==> config.mk <==
export PLATFORM = sky130hd
export DESIGN_NAME = modexp_v2
export DESIGN_NICKNAME = d
export VERILOG_FILES = /design/src/rtl/rsa_pkg.sv /design/src/rtl/modmult.sv /design/src/rtl/modexp_v2.sv
export SDC_FILE = /design/constraint.sdc
export NUM_CORES = 1
export LEC_CHECK = 0
export CORE_ASPECT_RATIO = 0.75
export CORE_UTILIZATION = 30
export DETAILED_ROUTE_END_ITERATION = 7
export GPL_ROUTABILITY_DRIVEN = 0
export SLEW_MARGIN = 20
export SYNTH_ARGS = -nofsm -noshare
export SYNTH_HDL_FRONTEND = slang
export SYNTH_SLANG_ARGS = --single-unit
export TNS_END_PERCENT = 30
==> constraint.sdc <==
create_clock -name clk -period 15 [get_ports clk]
set_input_delay 3 -clock clk [delete_from_list [all_inputs] [get_ports clk]]
set_output_delay 3 -clock clk [all_outputs]
set_load 0.01 [all_outputs]
==> src/rtl/rsa_pkg.sv <==
// Shared RSA datapath definitions: FSM state encodings and width helpers.
package rsa_pkg;

  typedef enum logic [2:0] {
    ST_IDLE,
    ST_REDUCE,
    ST_SCAN,
    ST_SQR,
    ST_MUL,
    ST_OUT
  } modexp_v2_state_t;

  typedef enum logic [1:0] {
    MM_IDLE,
    MM_RUN,
    MM_DONE
  } modmult_state_t;

  // Width of the modmult operation counter for a given exponent width.
  function automatic int calc_cnt_w(input int exp_width);
    return $clog2(2 * exp_width + 2);
  endfunction

  // Width of the exponent bit-position down-counter (at least one bit).
  function automatic int calc_bp_w(input int exp_width);
    return (exp_width > 1) ? $clog2(exp_width) : 1;
  endfunction

endpackage

==> src/rtl/modmult.sv <==
// Bit-serial interleaved modular multiplier: result = a*b mod n.
// Requires b <= n and n != 0. One bit of a (MSB first) per cycle.
// Handshake: go is held high with stable operands until done is seen;
// dropping go at any time returns the unit to idle.
module modmult
  import rsa_pkg::*;
#(
  parameter int WIDTH = 32
) (
  input  logic             clk,
  input  logic             rst,
  input  logic             go,
  input  logic [WIDTH-1:0] a,
  input  logic [WIDTH-1:0] b,
  input  logic [WIDTH-1:0] n,
  output logic [WIDTH-1:0] result,
  output logic             done
);

  localparam int STEP_W = $clog2(WIDTH + 1);

  modmult_state_t    state, state_next;
  logic [WIDTH-1:0]  a_r, b_r, n_r, r;
  logic [STEP_W-1:0] steps;

  logic [WIDTH:0]    dbl;
  logic [WIDTH-1:0]  dbl_red;
  logic [WIDTH:0]    sum;
  logic [WIDTH-1:0]  r_next;

  // One interleaved step: r = 2r mod n, then add b when the current bit of a is set.
  always_comb begin
    dbl     = {r, 1'b0};
    dbl_red = (dbl >= {1'b0, n_r}) ? (dbl[WIDTH-1:0] - n_r) : dbl[WIDTH-1:0];
    sum     = a_r[WIDTH-1] ? ({1'b0, dbl_red} + {1'b0, b_r}) : {1'b0, dbl_red};
    r_next  = (sum >= {1'b0, n_r}) ? (sum[WIDTH-1:0] - n_r) : sum[WIDTH-1:0];
  end

  // State register.
  always_ff @(posedge clk or posedge rst) begin
    if (rst) state <= MM_IDLE;
    else     state <= state_next;
  end

  // Next-state logic; losing go abandons the multiplication.
  always_comb begin
    state_next = state;
    case (state)
      MM_IDLE: if (go) state_next = MM_RUN;
      MM_RUN: begin
        if (!go)                          state_next = MM_IDLE;
        else if (steps == STEP_W'(1))     state_next = MM_DONE;
      end
      MM_DONE: if (!go) state_next = MM_IDLE;
      default: state_next = MM_IDLE;
    endcase
  end

  // Outputs: done only while parked in DONE.
  always_comb begin
    done   = (state == MM_DONE);
    result = r;
  end

  // Operand capture and per-bit accumulation.
  always_ff @(posedge clk or posedge rst) begin
    if (rst) begin
      a_r   <= '0;
      b_r   <= '0;
      n_r   <= '0;
      r     <= '0;
      steps <= '0;
    end else begin
      case (state)
        MM_IDLE: begin
          if (go) begin
            a_r   <= a;
            b_r   <= b;
            n_r   <= n;
            r     <= '0;
            steps <= STEP_W'(WIDTH);
          end
        end
        MM_RUN: begin
          if (go) begin
            r     <= r_next;
            a_r   <= a_r << 1;
            steps <= steps - STEP_W'(1);
          end
        end
        default: ;
      endcase
    end
  end

endmodule

==> src/rtl/modexp_v2.sv <==
// Modular exponentiation result = m^e mod n, left-to-right square-and-multiply
// on a single shared modmult. Request handshake: a transfer happens on a rising
// edge where valid && ready are both high, on both the in_* and out_* sides;
// out_valid, result, err and op_count hold stable until accepted.
module modexp_v2
  import rsa_pkg::*;
#(
  parameter int WIDTH     = 32,
  parameter int EXP_WIDTH = WIDTH,
  localparam int CNT_W    = calc_cnt_w(EXP_WIDTH)
) (
  input  logic                 clk,
  input  logic                 rst,
  input  logic                 in_valid,
  output logic                 in_ready,
  input  logic [WIDTH-1:0]     m,
  input  logic [EXP_WIDTH-1:0] e,
  input  logic [WIDTH-1:0]     n,
  input  logic                 abort,
  output logic                 out_valid,
  input  logic                 out_ready,
  output logic [WIDTH-1:0]     result,
  output logic                 err,
  output logic [CNT_W-1:0]     op_count,
  output logic                 busy
);

  localparam int BP_W = calc_bp_w(EXP_WIDTH);

  modexp_v2_state_t     state, state_next;
  logic [WIDTH-1:0]     m_r, n_r, base, acc;
  logic [EXP_WIDTH-1:0] e_r;
  logic [BP_W-1:0]      bitpos;
  logic [CNT_W-1:0]     cnt;

  logic                 mm_go, mm_done;
  logic [WIDTH-1:0]     mm_a, mm_b, mm_result;

  logic accept, mult_state, mm_cap, cur_bit, last_bit;

  assign accept     = in_valid && (state == ST_IDLE);
  assign mult_state = (state == ST_REDUCE) || (state == ST_SQR) || (state == ST_MUL);
  assign mm_cap     = mm_go && mm_done && !abort;
  assign cur_bit    = e_r[bitpos];
  assign last_bit   = (bitpos == '0);

  // Operand selection for the shared multiplier; the reduce step computes m*1 mod n.
  always_comb begin
    mm_a = acc;
    mm_b = base;
    case (state)
      ST_REDUCE: begin
        mm_a = m_r;
        mm_b = WIDTH'(1);
      end
      ST_SQR: mm_b = acc;
      default: ;
    endcase
  end

  modmult #(.WIDTH(WIDTH)) u_modmult (
    .clk    (clk),
    .rst    (rst),
    .go     (mm_go),
    .a      (mm_a),
    .b      (mm_b),
    .n      (n_r),
    .result (mm_result),
    .done   (mm_done)
  );

  // State register.
  always_ff @(posedge clk or posedge rst) begin
    if (rst) state <= ST_IDLE;
    else     state <= state_next;
  end

  // Next-state logic; abort cancels any working state, never IDLE or OUT.
  always_comb begin
    state_next = state;
    case (state)
      ST_IDLE: begin
        if (accept) begin
          if (n == '0 || e == '0) state_next = ST_OUT;
          else                    state_next = ST_REDUCE;
        end
      end
      ST_REDUCE: begin
        if (abort)       state_next = ST_IDLE;
        else if (mm_cap) state_next = ST_SCAN;
      end
      ST_SCAN: begin
        if (abort)        state_next = ST_IDLE;
        else if (cur_bit) state_next = last_bit ? ST_OUT : ST_SQR;
      end
      ST_SQR: begin
        if (abort)        state_next = ST_IDLE;
        else if (mm_cap) begin
          if (cur_bit)       state_next = ST_MUL;
          else if (last_bit) state_next = ST_OUT;
        end
      end
      ST_MUL: begin
        if (abort)       state_next = ST_IDLE;
        else if (mm_cap) state_next = last_bit ? ST_OUT : ST_SQR;
      end
      ST_OUT: if (out_ready) state_next = ST_IDLE;
      default: state_next = ST_IDLE;
    endcase
  end

  // State-decoded handshake outputs.
  always_comb begin
    in_ready  = (state == ST_IDLE);
    busy      = (state != ST_IDLE);
    out_valid = (state == ST_OUT);
  end

  // Datapath: request capture, multiplier issue/capture, bit walk and result registers.
  always_ff @(posedge clk or posedge rst) begin
    if (rst) begin
      m_r      <= '0;
      e_r      <= '0;
      n_r      <= '0;
      base     <= '0;
      acc      <= '0;
      bitpos   <= '0;
      cnt      <= '0;
      mm_go    <= 1'b0;
      result   <= '0;
      err      <= 1'b0;
      op_count <= '0;
    end else begin
      // go rises one cycle after entering a multiply state and falls once done is captured,
      // which guarantees at least one low cycle between consecutive issues.
      if (mult_state && !abort) mm_go <= !(mm_go && mm_done);
      else                      mm_go <= 1'b0;

      case (state)
        ST_IDLE: begin
          if (accept) begin
            m_r <= m;
            e_r <= e;
            n_r <= n;
            cnt <= '0;
            if (n == '0) begin
              result   <= '0;
              err      <= 1'b1;
              op_count <= '0;
            end else if (e == '0) begin
              result   <= (n == WIDTH'(1)) ? '0 : WIDTH'(1);
              err      <= 1'b0;
              op_count <= '0;
            end
          end
        end
        ST_REDUCE: begin
          if (mm_cap) begin
            base   <= mm_result;
            cnt    <= cnt + CNT_W'(1);
            bitpos <= BP_W'(EXP_WIDTH - 1);
          end
        end
        ST_SCAN: begin
          if (!abort) begin
            if (cur_bit) begin
              acc <= base;
              if (last_bit) begin
                result   <= base;
                err      <= 1'b0;
                op_count <= cnt;
              end else begin
                bitpos <= bitpos - BP_W'(1);
              end
            end else begin
              bitpos <= bitpos - BP_W'(1);
            end
          end
        end
        ST_SQR: begin
          if (mm_cap) begin
            acc <= mm_result;
            cnt <= cnt + CNT_W'(1);
            if (!cur_bit) begin
              if (last_bit) begin
                result   <= mm_result;
                err      <= 1'b0;
                op_count <= cnt + CNT_W'(1);
              end else begin
                bitpos <= bitpos - BP_W'(1);
              end
            end
          end
        end
        ST_MUL: begin
          if (mm_cap) begin
            acc <= mm_result;
            cnt <= cnt + CNT_W'(1);
            if (last_bit) begin
              result   <= mm_result;
              err      <= 1'b0;
              op_count <= cnt + CNT_W'(1);
            end else begin
              bitpos <= bitpos - BP_W'(1);
            end
          end
        end
        default: ;
      endcase
    end
  end

endmodule
**Word-level counts from Yosys, hierarchy flattened**

Cells that the tools add are included.

- Register bits after elaboration: 352
- Output and inout port bits: 43
- Word-level logic and storage cells: 175

- $add $sub $neg: 6
- Magnitude comparators: 3
- Equality and inequality tests: 30
- Muxes and demuxes: 85
- Reductions and logical operators: 33

Operators with widths:

| kind | count |
|---|---|
| 32-bit 2-to-1 mux | 20 |
| 32-bit case mux with 2 select lines | 4 |
| 32-bit case mux with 4 select lines | 1 |
| 7-bit 2-to-1 mux | 12 |
| 33-bit by 32-bit >= comparator with 1-bit output | 2 |
| 32-bit logical NOT | 2 |
| 32-bit subtractor | 2 |
| 3-bit 2-to-1 mux | 14 |
| 5-bit 2-to-1 mux | 7 |
| 32-bit by 32-bit adder with 33-bit output | 1 |
| 33-bit 2-to-1 mux | 1 |
| 32-bit by 1-bit equality test with 1-bit output (second input constant) | 1 |
| 7-bit case mux with 4 select lines | 1 |
| 2-bit inequality test (second input constant) | 10 |
| 5-bit case mux with 4 select lines | 1 |
| 3-bit case mux with 6 select lines | 1 |
| 7-bit case mux with 2 select lines | 1 |
| 1-bit 2-to-1 mux | 12 |
| 6-bit 2-to-1 mux | 2 |
| 3-bit inequality test (second input constant) | 4 |
| 6-bit case mux with 2 select lines | 1 |
| 3-bit AND reduction | 3 |
| 9-bit AND reduction | 1 |
| 2-bit 2-to-1 mux | 4 |
| other kinds (33) | 49 |

**Logic depth before layout (Yosys ltp)**

- Depth in word-level cells: 8
- Depth in mapped cells: 38

**Hierarchy**

From an unflattened synthesis, not the netlist that was laid out.

- Cells, all modules: 2281
- Area, all modules: 22390.2 um2

Modules (own cells, without submodules):

| module | instances | cells each | area an instance (um2) | sequential area each (um2) |
|---|---|---|---|---|
| modmult | 1 | 1408 | 12064.1 | 3403.3 |
| modexp_v2 | 1 | 873 | 10326.2 | 5405.2 |

**Worst setup path after synthesis**

Ideal clock, no wire load.

- Path type: register to register
- Start point: register u_modmult.r[17] (netlist: u_modmult.result[17])
- End point: register u_modmult.r[22] (netlist: u_modmult.result[22])
- Setup time: 126 ps
- Arrival: 7192 ps
- Path slack: 7682 ps
- Cell stages (with the launch flop): 34
- Clock period less this slack: 7318 ps
- Cell sequence: dfrtp_1 ha_1 clkbuf_1 a21oi_1 o21bai_1 nor2_1 a31o_2 o31ai_4 a21o_1 buf_2 buf_6 mux2_2 ha_1 inv_1 nor3_1 a21oi_1 a21bo_2 o32ai_1 a21boi_0 xnor2_1 mux2_2 ha_1 clkbuf_1 a21oi_1 o21a_1 o21ai_0 a32o_1 a211oi_1 o311ai_1 a31o_2 nand2_1 clkbuf_1 nor2_1 a221o_1

- Word-level cells in the longest chain between the ends: 8

RTL lines:

| element | RTL line | text |
|---|---|---|
| start, declared | modmult.sv:23 | `logic [WIDTH-1:0] a_r, b_r, n_r, r;` |
| start signal, assigned | modmult.sv:86 | `r <= r_next;` |
| 32-bit subtractor / 33-bit by 32-bit >= comparator with 1-bit output (equally long branches) | modmult.sv:34 | `dbl_red = (dbl >= {1'b0, n_r}) ? (dbl[WIDTH-1:0] - n_r) : dbl[WIDTH-1:0];` |
| 32-bit 2-to-1 mux (*) | modmult.sv:34 |  |
| 32-bit by 32-bit adder with 33-bit output | modmult.sv:35 | `sum = a_r[WIDTH-1] ? ({1'b0, dbl_red} + {1'b0, b_r}) : {1'b0, dbl_red};` |
| 33-bit 2-to-1 mux (*) | modmult.sv:35 |  |
| 32-bit subtractor / 33-bit by 32-bit >= comparator with 1-bit output (equally long branches) | modmult.sv:36 | `r_next = (sum >= {1'b0, n_r}) ? (sum[WIDTH-1:0] - n_r) : sum[WIDTH-1:0];` |
| 32-bit 2-to-1 mux (*) | modmult.sv:36 |  |
| 32-bit 2-to-1 mux (*) | modmult.sv:85 | `if (go) begin` |
| 32-bit case mux with 2 select lines (*) | modmult.sv:74 | `case (state)` |

Every way passes the cells marked *; elsewhere a longest branch is shown, timed or not. The select of a mux whose other input is x is not followed.
A chain may end at the register's enable or synchronous reset.

**Final worst setup path**

- Start point: register u_modmult.r[9] (netlist: u_modmult.result[9])
- End point: register u_modmult.r[15] (netlist: u_modmult.result[15])

The elaborated chain is that of the path after synthesis.

==> summary.md <==
| Metric | Value |
|---|---|
| Final Max Slew Viols | `0` |
| Die Span Y | `232.5 um` |
| CP required | `15.48 ns` |
| Crit path kind | `flip-flop to flip-flop` |
| Register area | `8810 sq um` |
| Worst path max stage delay | `0.66 ns` |
| Post_cts resized | `0` |
| TNS Setup | `0 ns` |
| Unrepaired setup endpoints after global routing | `no` |
| Synthesized flop and latch total | `352` |
| PortBufs | `143` |
| Final Hold Vio Count | `0` |
| Max Freq | `114.3 MHz` |
| CP Capture Type | `flip-flop` |
| Fin area | `24870 sq um` |
| I/O pins | `144` |
| GR Overflow Total | `0` |
| Syn Nets | `2742` |
| CTS buffer count | `38` |
| Yosys warnings | `0` |
| Clock tree sinks | `352` |
| Top cells by count, synth | `611 x nand2_1, 352 x dfrtp_1, 234 x nor2_1` |
| Post-synthesis instance area | `21260 sq um` |
| Initial Utilization | `30.33%` |
| Vias per cell | `5.222` |
| Die area | `71940 sq um` |
| Synth area leader | `dfrtp_1` |
| DRT antenna net count | `0` |
| Post-Route Skew | `0.02180 ns` |
| Vias | `18690` |
| CP max stage cell | `a21oi_1` |
| Fin nets | `2812` |
| Global-route wire length before repair | `102.9 mm` |
| HP Class | `flip-flop to flip-flop` |
| # rows | `84` |
| Number of hold buffers added after CTS | `0` |
| Number of global-route vias before repair | `17620` |
| Max-cap viol count | `0` |
| Multi-input gate area | `11660 sq um` |
| Clk root buf | `clkbuf_16` |
| Max FO, Critical Path | `21` |
| Setup ws final | `6.254 ns` |
| Core area | `70100 sq um` |
| Worst-margin pin slew | `1.110 ns` |
| Post-synth EDFFs | `0` |
| H-tree lvl count | `2` |
| Total length of routed wires | `65.39 mm` |
| Final Critical Period | `8.746 ns` |
| Antenna Cells | `0` |
| Top-area cell type share of the netlist area | `41.43%` |
| Synth unique cells | `74` |
| GR Util All Layers | `18.11%` |
| Sequential fraction of the synthesis area | `41.43%` |
| Prevailing post-synth register cell | `dfrtp_1` |
| Initial antenna violation count | `0` |
| HPWL after DPL | `47.37 mm` |
| Cell Area, Placed | `23560 sq um` |
| Drt wl/cell | `18.27 um` |
| Crit start category | `flip-flop` |
| DR iter-0 viols | `1561` |
| Number of fill cells | `7239` |
| Drc violations | `1` |
| Worst-skew pair later-pin latency | `0.56 ns` |
| Relative slew slack | `24.08%` |
| TritonRoute pass-1 iters | `7` |
| Run status | `complete, but fails checks` |
| DP Worst Slack | `6.576 ns` |
| Post-CTS setup buffers | `0` |
| Crit path DAT | `9.23 ns` |
| Async SR Flop Fraction | `100.0%` |
| Cells after Synth | `2538` |
| CTS clock-pin slew for the worst setup and hold paths | `0.06 ns` |
| Failing checks | `DRC` |
| Synth area leaders | `dfrtp_1 41%, nand2_1 11%, ha_1 5.9%` |
| CTS tree | `yes` |
| Count leader, synth | `nand2_1` |
| Endpoints failing setup | `0` |
| Mapped Avg Cell Area | `8.376 sq um` |
| Largest net degree at the start of global routing | `163` |
| Share of layout cells above drive strength 1 | `7.175%` |
| Fin crit share | `58.31%` |
| CTS max path bufs | `3` |
| Synth-to-Final Area Change | `16.98%` |
| Die W | `309.4 um` |
==> state kept, by name, summed over array words and instances (netlist names), 3 cells and up <==
signal	count
acc	32
base	32
e_r	32
m_r	32
n_r	32
result	32
u_modmult.a_r	32
u_modmult.b_r	32
u_modmult.n_r	32
u_modmult.result	32
cnt	7
op_count	7
u_modmult.steps	6
bitpos	5
state	3
==> critical path: cells and delay by family, from the launching register on <==
family	cells	cell delay (ns)
buffers and inverters	1	0.19
AND/OR/NAND/NOR	8	1.94
AO/OA/AOI/OAI	17	4.36
flip-flops	1	0.44
adder cells (fa/ha/maj)	4	1.57
XOR/XNOR	1	0.17
==> cell usage in the layout, fill, tap and decap left out, drive strengths merged, types with 15 or more instances in the layout <==
| cell type | count |
|---|---|
| nand3 | 25 |
| a21o | 43 |
| a221o | 16 |
| mux2i | 15 |
| o21a | 15 |
| nand2 | 611 |
| o21ai | 205 |
| a221oi | 34 |
| clkbuf | 53 |
| xor2 | 25 |
| buf | 24 |
| nor4 | 22 |
| inv | 75 |
| nor3 | 29 |
| a21oi | 184 |
| ha | 100 |
| dfrtp | 352 |
| nand4 | 20 |
| a31oi | 80 |
| clkdlybuf4s50 | 143 |
| nor2 | 234 |
| mux2 | 64 |
| xnor2 | 50 |
| nor2b | 22 |
==> path summary, 6_finish.rpt <==
check | end | slack (ns) | cells after the start | start
min in group asynchronous | m_r[25]$_DFFE_PP0P_ | 3.04 | 2 | rst
setup reg to reg | u_modmult.result[15]$_DFFE_PP0P_ | 6.25 | 31 | u_modmult.result[9]$_DFFE_PP0P_
max in group asynchronous | u_modmult.n_r[29]$_DFFE_PP0P_ | 10.41 | 3 | rst
hold reg to reg | e_r[2]$_DFFE_PP0P_ | 0.47 | 2 | e_r[2]$_DFFE_PP0P_
hold / removal | e_r[2]$_DFFE_PP0P_ | 0.47 | 2 | e_r[2]$_DFFE_PP0P_
setup / recovery | u_modmult.result[15]$_DFFE_PP0P_ | 6.25 | 31 | u_modmult.result[9]$_DFFE_PP0P_
==> stage by stage <==
step | utilization [%] | instances | hold WS (ns)
CTS | 35.48 | 3580 | 0.4737
global placement | 33.60 | 3514 | 0.4551
floorplan | - | 2538 | 0.4403
detailed placement | 33.61 | 3514 | 0.4585
finish | 35.48 | 3580 | 0.4691
global route | 35.48 | 3580 | 0.4897
==> metal layers <==
layer | share of wire, % | vias to the layer above | wire, um | track usage [%]
met1 | 49 | 8980 | 32100 | 27.40
met2 | 43 | 557 | 27950 | 26.79
met3 | 6.1 | 95 | 4003 | 2.769
li1 | - | 9061 | - | -
met4 | 2.0 | 0 | 1340 | 4.022
met5 | 0 | - | 0 | 0
==> cells by family after synthesis <==
logic type | count (synthesis) | synth area share, %
compound gates | 692 | 20.34
xor+xnor | 75 | 3.090
fa+ha+maj | 103 | 6.168
buf+inv | 212 | 4.037
flops | 352 | 41.43
mux | 89 | 5.215
simple gates | 1015 | 19.72
==> area by class of cell <==
| type | instances | share of cell area (%) |
|---|---|---|
| well taps | 946 | 4.760 |
| clock inverters | 13 | 0.8754 |
| repair buffers | 167 | 6.530 |
| clock buffers | 53 | 4.377 |
| inverters | 75 | 1.162 |
| flip-flops and latches | 352 | 35.42 |
| multi-input cells | 1974 | 46.87 |
Power is left out: the tool's default activity adds up to more than one toggle a clock period on the data nets, which glitch-free logic cannot reach.
